**src/rtl/lcd_pkg.sv**
```systemverilog
// Shared definitions for the LCD panel-side SPI responder and the LCD master blocks:
// power states, panel command codes and default delay lengths.
package lcd_pkg;

    typedef enum logic [2:0] {
        ST_HW_RST  = 3'd0,
        ST_RECOVER = 3'd1,
        ST_SLEEP   = 3'd2,
        ST_WAKING  = 3'd3,
        ST_AWAKE   = 3'd4
    } power_state_e;

    localparam logic [7:0] CMD_SWRESET = 8'h01;
    localparam logic [7:0] CMD_SLPIN   = 8'h10;
    localparam logic [7:0] CMD_SLPOUT  = 8'h11;

    // Delay defaults assume a 36 MHz CLK (WAKE = 120 ms).
    localparam int DEF_SYNC_STAGES  = 2;
    localparam int DEF_RESET_CYCLES = 1048576;
    localparam int DEF_WAKE_CYCLES  = 4320000;
    localparam int DEF_CNT_W        = 26;

    function automatic logic is_ready(input power_state_e s);
        return (s == ST_SLEEP) || (s == ST_AWAKE);
    endfunction

endpackage

```
**src/rtl/lcd_spi_shift.sv**
```systemverilog
// Serial front end: synchronises SCK/SDA/CS/DC/LCD_RSTN into CLK, detects SCK and CS edges,
// assembles MSB-first bytes and flags bytes cut short by CS.
module lcd_spi_shift #(
    parameter int SYNC_STAGES = 2
) (
    input  logic       clk,
    input  logic       reset,
    input  logic       sck,
    input  logic       sda,
    input  logic       cs,
    input  logic       dc,
    input  logic       rstn,
    input  logic       hold,
    output logic       rstn_sync,
    output logic       byte_done,
    output logic [7:0] rx_data,
    output logic       rx_dc,
    output logic       rx_valid,
    output logic       frame_err
);

    logic [SYNC_STAGES-1:0][4:0] sync_q, sync_d;
    logic [4:0] sync_out;
    logic       sck_s, sda_s, cs_s, dc_s, rstn_s;
    logic       sck_prev_q, sck_prev_d;
    logic       cs_prev_q, cs_prev_d;
    logic [7:0] shift_q, shift_d;
    logic [2:0] bit_cnt_q, bit_cnt_d;
    logic [7:0] rx_data_q, rx_data_d;
    logic       rx_dc_q, rx_dc_d;
    logic       rx_valid_q, rx_valid_d;
    logic       frame_err_q, frame_err_d;
    logic       hold_all, sck_rise, cs_rise, shift_en, done;

    assign sync_out = sync_q[SYNC_STAGES-1];
    assign sck_s    = sync_out[0];
    assign sda_s    = sync_out[1];
    assign cs_s     = sync_out[2];
    assign dc_s     = sync_out[3];
    assign rstn_s   = sync_out[4];

    assign hold_all = hold | ~rstn_s;
    assign sck_rise = sck_s & ~sck_prev_q;
    assign cs_rise  = cs_s & ~cs_prev_q;
    // An SCK edge arriving together with CS rising still belongs to the frame.
    assign shift_en = sck_rise & ~(cs_s & cs_prev_q);
    assign done     = shift_en && (bit_cnt_q == 3'd7);

    always_comb begin
        sync_d      = {sync_q[SYNC_STAGES-2:0], {rstn, dc, cs, sda, sck}};
        sck_prev_d  = sck_s;
        cs_prev_d   = cs_s;
        shift_d     = shift_q;
        bit_cnt_d   = bit_cnt_q;
        rx_data_d   = rx_data_q;
        rx_dc_d     = rx_dc_q;
        rx_valid_d  = 1'b0;
        frame_err_d = 1'b0;
        if (hold_all) begin
            shift_d   = '0;
            bit_cnt_d = '0;
        end else begin
            if (shift_en) begin
                shift_d   = {shift_q[6:0], sda_s};
                bit_cnt_d = bit_cnt_q + 3'd1;
            end
            if (done) begin
                rx_valid_d = 1'b1;
                rx_data_d  = {shift_q[6:0], sda_s};
                rx_dc_d    = dc_s;
            end else if (cs_rise && (bit_cnt_q != 3'd0 || shift_en)) begin
                frame_err_d = 1'b1;
                shift_d     = '0;
                bit_cnt_d   = '0;
            end
        end
    end

    always_ff @(posedge clk) begin
        if (reset) begin
            sync_q      <= '0;
            sck_prev_q  <= 1'b0;
            cs_prev_q   <= 1'b0;
            shift_q     <= '0;
            bit_cnt_q   <= '0;
            rx_data_q   <= '0;
            rx_dc_q     <= 1'b0;
            rx_valid_q  <= 1'b0;
            frame_err_q <= 1'b0;
        end else begin
            sync_q      <= sync_d;
            sck_prev_q  <= sck_prev_d;
            cs_prev_q   <= cs_prev_d;
            shift_q     <= shift_d;
            bit_cnt_q   <= bit_cnt_d;
            rx_data_q   <= rx_data_d;
            rx_dc_q     <= rx_dc_d;
            rx_valid_q  <= rx_valid_d;
            frame_err_q <= frame_err_d;
        end
    end

    assign rstn_sync = rstn_s;
    assign byte_done = done & ~hold_all;
    assign rx_data   = rx_data_q;
    assign rx_dc     = rx_dc_q;
    assign rx_valid  = rx_valid_q;
    assign frame_err = frame_err_q;

endmodule

```
**src/rtl/lcd_spi_rx.sv**
```systemverilog
// Panel-side 4-wire SPI responder with power-state tracking (reset, sleep, wake, awake).
// Optional LCD_SPI_RX_BYTECNT_EN adds a 16-bit received-byte counter on RX_COUNT.
module lcd_spi_rx
    import lcd_pkg::*;
#(
    parameter int SYNC_STAGES  = DEF_SYNC_STAGES,
    parameter int RESET_CYCLES = DEF_RESET_CYCLES,
    parameter int WAKE_CYCLES  = DEF_WAKE_CYCLES,
    parameter int CNT_W        = DEF_CNT_W
) (
    input  logic        CLK,
    input  logic        RESET,
    input  logic        SCK,
    input  logic        SDA,
    input  logic        CS,
    input  logic        DC,
    input  logic        LCD_RSTN,
    output logic [7:0]  RX_DATA,
    output logic        RX_DC,
    output logic        RX_VALID,
    output logic        FRAME_ERR,
    output logic        CMD_REJECT,
    output logic        AWAKE,
`ifdef LCD_SPI_RX_BYTECNT_EN
    output logic [15:0] RX_COUNT,
`endif
    output logic        LED
);

    localparam logic [CNT_W-1:0] RESET_TERM = CNT_W'(RESET_CYCLES - 1);
    localparam logic [CNT_W-1:0] WAKE_TERM  = CNT_W'(WAKE_CYCLES - 1);

    power_state_e     state_q, state_d;
    logic [CNT_W-1:0] cnt_q, cnt_d;
    logic             cmd_reject_q, cmd_reject_d;
    logic             awake_q, awake_d;
    logic             rstn_s, byte_done, rx_valid, rx_dc, cmd;
    logic [7:0]       rx_data;

    lcd_spi_shift #(
        .SYNC_STAGES(SYNC_STAGES)
    ) u_shift (
        .clk      (CLK),
        .reset    (RESET),
        .sck      (SCK),
        .sda      (SDA),
        .cs       (CS),
        .dc       (DC),
        .rstn     (LCD_RSTN),
        .hold     (state_q == ST_HW_RST),
        .rstn_sync(rstn_s),
        .byte_done(byte_done),
        .rx_data  (rx_data),
        .rx_dc    (rx_dc),
        .rx_valid (rx_valid),
        .frame_err(FRAME_ERR)
    );

    // Commands are decoded from the registered byte, so state moves the cycle after RX_VALID.
    assign cmd = rx_valid && !rx_dc;

    always_comb begin
        state_d      = state_q;
        cnt_d        = cnt_q;
        cmd_reject_d = byte_done && !is_ready(state_q);
        unique case (state_q)
            ST_HW_RST: begin
                if (rstn_s) begin
                    state_d = ST_RECOVER;
                    cnt_d   = '0;
                end
            end
            ST_RECOVER: begin
                if (cnt_q == RESET_TERM) begin
                    state_d = ST_SLEEP;
                    cnt_d   = '0;
                end else begin
                    cnt_d = cnt_q + CNT_W'(1);
                end
            end
            ST_SLEEP: begin
                if (cmd && rx_data == CMD_SLPOUT) begin
                    state_d = ST_WAKING;
                    cnt_d   = '0;
                end else if (cmd && rx_data == CMD_SWRESET) begin
                    state_d = ST_RECOVER;
                    cnt_d   = '0;
                end
            end
            ST_WAKING: begin
                if (cmd && rx_data == CMD_SWRESET) begin
                    state_d = ST_RECOVER;
                    cnt_d   = '0;
                end else if (cnt_q == WAKE_TERM) begin
                    state_d = ST_AWAKE;
                    cnt_d   = '0;
                end else begin
                    cnt_d = cnt_q + CNT_W'(1);
                end
            end
            ST_AWAKE: begin
                if (cmd && rx_data == CMD_SLPIN) begin
                    state_d = ST_SLEEP;
                end else if (cmd && rx_data == CMD_SWRESET) begin
                    state_d = ST_RECOVER;
                    cnt_d   = '0;
                end
            end
            default: begin
                state_d = ST_HW_RST;
                cnt_d   = '0;
            end
        endcase
        // The panel reset pin overrides every state.
        if (!rstn_s) begin
            state_d = ST_HW_RST;
            cnt_d   = '0;
        end
        awake_d = (state_d == ST_AWAKE);
    end

    always_ff @(posedge CLK) begin
        if (RESET) begin
            state_q      <= ST_HW_RST;
            cnt_q        <= '0;
            cmd_reject_q <= 1'b0;
            awake_q      <= 1'b0;
        end else begin
            state_q      <= state_d;
            cnt_q        <= cnt_d;
            cmd_reject_q <= cmd_reject_d;
            awake_q      <= awake_d;
        end
    end

`ifdef LCD_SPI_RX_BYTECNT_EN
    logic [15:0] rx_count_q, rx_count_d;

    always_comb begin
        rx_count_d = rx_count_q;
        if (state_q == ST_HW_RST) begin
            rx_count_d = '0;
        end else if (rx_valid) begin
            rx_count_d = rx_count_q + 16'd1;
        end
    end

    always_ff @(posedge CLK) begin
        if (RESET) begin
            rx_count_q <= '0;
        end else begin
            rx_count_q <= rx_count_d;
        end
    end

    assign RX_COUNT = rx_count_q;
`endif

    assign RX_DATA    = rx_data;
    assign RX_DC      = rx_dc;
    assign RX_VALID   = rx_valid;
    assign CMD_REJECT = cmd_reject_q;
    assign AWAKE      = awake_q;
    assign LED        = awake_q;

endmodule
```
**config.mk**
```make
export PLATFORM = sky130hd
export DESIGN_NAME = lcd_spi_rx
export DESIGN_NICKNAME = d
export VERILOG_FILES = /design/src/rtl/lcd_pkg.sv /design/src/rtl/lcd_spi_shift.sv /design/src/rtl/lcd_spi_rx.sv
export SDC_FILE = /design/constraint.sdc
export NUM_CORES = 1
export LEC_CHECK = 0
export ABC_AREA = 1
export CAP_MARGIN = 10
export CORE_MARGIN = 4
export CORE_UTILIZATION = 55
export CTS_BUF_LIST = sky130_fd_sc_hd__clkbuf_8
export CTS_CLUSTER_DIAMETER = 50
export DETAILED_ROUTE_END_ITERATION = 8
export HOLD_SLACK_MARGIN = 0.02
export PLACE_DENSITY = 0.77
export SLEW_MARGIN = 0
export SYNTH_ARGS = -nofsm -noshare
export SYNTH_HDL_FRONTEND = slang
export SYNTH_SLANG_ARGS = --single-unit
```
**constraint.sdc**
```tcl
create_clock -name CLK -period 1.5 [get_ports CLK]
set_input_delay 0.3 -clock CLK [delete_from_list [all_inputs] [get_ports CLK]]
set_output_delay 0.3 -clock CLK [all_outputs]
set_load 0.02 [all_outputs]
```
==> results.json <==
{
  "cellInternalPower_mw": 2.919,
  "rr_worst_depth": 12,
  "final_nets": 548,
  "ctsHtreeMaxLevel": 3,
  "syn_avg_cell_area_sq_um": 6.909,
  "antenna_left": 0,
  "grtUsageTotal": 0.2342,
  "grt-ovfl-total": 0,
  "place.port_buffers": 20,
  "core_area_sq_mm": 0.005507,
  "drt_iter0_markers": 230,
  "cts_hold_buf": 0,
  "wl_mm": 9.387,
  "met2WireLength_mm": 4.675,
  "rsz0062_at_grt": "yes",
  "syn2layout_area_growth_pct": 41.81,
  "utilization": 0.8007,
  "violations": "setup timing",
  "final_cell_count_no_fill": 614,
  "skew_ns": 0.01560,
  "critPathArrivalTime_ns": 1.92,
  "period_needed_ns": 1.683,
  "clk_path_buf_depth": 2,
  "ys_ff_latch": 64,
  "min_path_type": "flop to flop",
  "via_per_inst": 5.461,
  "finalSetupViolCount": 30,
  "holdWs_ns": 0.4034,
  "die-area_sq_mm": 0.006920,
  "root_buffer": "clkbuf_8",
  "worst_slack_ns": -0.1831,
  "worst_pin_slew_ns": 0.5066,
  "clkTransAtPathRegs_ns": 0.08,
  "whs_endpoint": "u_shift.sync_out[4]",
  "status": "finished, violations left",
  "rows": 27,
  "timing.rr.end": "cnt_q[24]",
  "n_antenna_cell": 0,
  "min_delay_path_depth": 2,
  "grt_max_degree": 23,
  "yosysWarningCount": 0,
  "synth.distinct_cells": 27,
  "stdcell_area_sq_mm": 0.004409,
  "layout_commonest_cell": "nand2_1",
  "yosysSeqAreaShare": 0.4121,
  "drv_cap": 0,
  "pin_count": 21,
  "firstDrtPassIters": 6,
  "drcViolationCount": 0,
  "die_w_microns": 83.19,
  "final_layout_size_suffix_gt1_frac": 0.3137,
  "fmax_mhz": 594.2,
  "grt_pass1_wl_mm": 13.21,
  "r2r-start": "cnt_q[22]",
  "die_height_microns": 83.19,
  "clkPwrFrac": 0.508,
  "synthCells": 450,
  "combPwrFrac": 0.031,
  "ir_drop_mv": 0.6378,
  "first_global_vias": 2992,
  "place_inst": 588,
  "crit_required_ns": 1.74,
  "start_kind": "flop",
  "highest_layer": "met4",
  "final-hold-violation-count": 0,
  "switchingPower_mw": 0.8023,
  "sequentialPowerShare": 0.461,
  "dp_hpwl_mm": 5.628,
  "synthArstFlopShare": 0,
  "criticalPathCategory": "flop to flop",
  "synth_area_sq_mm": 0.003109,
  "clock_sinks": 64,
  "placed_area_sq_mm": 0.003831,
  "min_from": "u_shift.sync_d[9]",
  "numCtsBuffers": 9,
  "p_leak_nw": 1.875,
  "relSlewSlack": 0.6608,
  "via_count": 3353,
  "wl_met3_microns": 606,
  "wl_met1_mm": 3.797,
  "mostFrequentLayoutCells": "nand2_1 (84), buf_4 (67), nor2_1 (66)",
  "cp_max_fo": 6,
  "synth_flop_cell": "dfxtp_1",
  "cts_tree": "built",
  "synth_nets": 461,
  "gp_congestion": 0.9584,
  "start_util": 0.5646,
  "r2r_slack_ns": -0.18,
  "synth_edf_count": 0,
  "fin_crit_sh": 1.122,
  "worstSkewPairLatency_ns": 0.36,
  "drv_slew": 0,
  "cp-end-kind": "flop",
  "sw_frac_of_total": 0.2156,
  "powerDensity_mw_per_mm2": 844.0,
  "antenna_found_initial": 0,
  "wire_per_inst_microns": 15.29
}
==> how the worst max path moves through the flow <==
stage                         start         to  depth (start not counted)
after detailed placement   cnt_q[1]  cnt_q[22]                         11
after global placement     cnt_q[1]  cnt_q[23]                         13
final                     cnt_q[22]  cnt_q[24]                         12
after CTS                  cnt_q[1]  cnt_q[23]                         13
after global routing      cnt_q[22]  cnt_q[24]                         12
after floorplan            cnt_q[1]   cnt_q[7]                         12
==> synthesized netlist by cell type, types with 4 or more instances <==
cell type	count	area share
a211oi_1	9	0.022
a21oi_1	35	0.056
buf_2	5	0.0080
clkbuf_1	5	0.0060
dfxtp_1	64	0.41
ha_1	4	0.016
inv_1	51	0.062
nand2_1	94	0.11
nand2_2	6	0.012
nand3_1	32	0.052
nand4_1	5	0.010
nor2_1	81	0.098
nor2_2	4	0.0080
nor2_4	4	0.014
nor3_1	7	0.011
o21ai_0	14	0.023
xnor2_1	7	0.020
xor2_1	6	0.017
==> routing by layer <==
layer	vias to the layer above	track usage
met5	-	0
met4	0	0.09955
met3	36	0.03869
met2	157	0.3958
met1	1563	0.2941
li1	1597	-
==> state kept, by name, indices dropped and copies added, names as in the netlist <==
signal / cells
CMD_REJECT: 1
u_shift.bit_cnt_q: 3
cnt_q: 26
u_shift.sync_d: 5
u_shift.rx_data: 8
u_shift.sck_prev_q: 1
u_shift.cs_prev_q: 1
u_shift.shift_q: 7
u_shift.frame_err: 1
state_q: 3
u_shift.rx_valid: 1
u_shift.sync_out: 5
u_shift.rx_dc: 1
AWAKE: 1
==> final cells by class <==
class,count,area [sq um]
flip-flops and latches,64,1305
repair buffers,92,787.0
fillers,337,1097
multi-input cells,317,1774
inverters,53,201.4
well taps,72,90.09
clock inverters,6,113.9
clock buffers,10,137.6
==> cell families after synthesis <==
family                     after synthesis  share of synthesized area
AOI/OAI and AO/OA                       60                     0.1058
xor gates and xnor gates                13                    0.03662
adders and majority gates                4                    0.01610
buffers and inverters                   69                    0.09376
DFF                                     64                     0.4121
and+or+nand+nor                        240                     0.3356
==> power by group through the flow <==
stage / Sequential [mW] / Clock [mW] / Combinational [mW]
final: 1.72 / 1.89 / 0.115
after global routing: 1.72 / 1.99 / 0.125
after CTS: 1.72 / 1.89 / 0.0966
after detailed placement: 1.76 / 0 / 0.0949
after global placement: 1.76 / 0 / 0.0917
after floorplan: 1.75 / 0 / 0.0525
==> what timing repair did <==
item,CTS,global route
setup endpoints to repair,43,45
gates cloned,0,2
resized for setup,20,65
pin swaps,3,22
endpoints found under the hold margin,0,0
setup buffers,2,6
==> metrics by stage <==
step,TNS (ns),total power [mW],setup WS [ns]
after floorplan,-0.4430,1.807,-0.05333
after global routing,-5.504,3.829,-0.2691
final,-3.500,3.721,-0.1831
after global placement,-0.02303,1.847,-0.01282
after CTS,-0.1096,3.703,-0.03694
after detailed placement,-0.5574,1.852,-0.06587
==> critical path: stages (launching register included) <==
cell	delay (ns)
dfxtp_1	0.35
inv_1	0.08
nor2_1	0.15
nand3_1	0.11
nor2_2	0.21
nand3_4	0.11
nand2_2	0.10
nand2_4	0.09
buf_12	0.15
nand2_2	0.07
nand2_2	0.04
nand2_1	0.06
nor2_1	0.04
(Power assumes the default switching activity.)
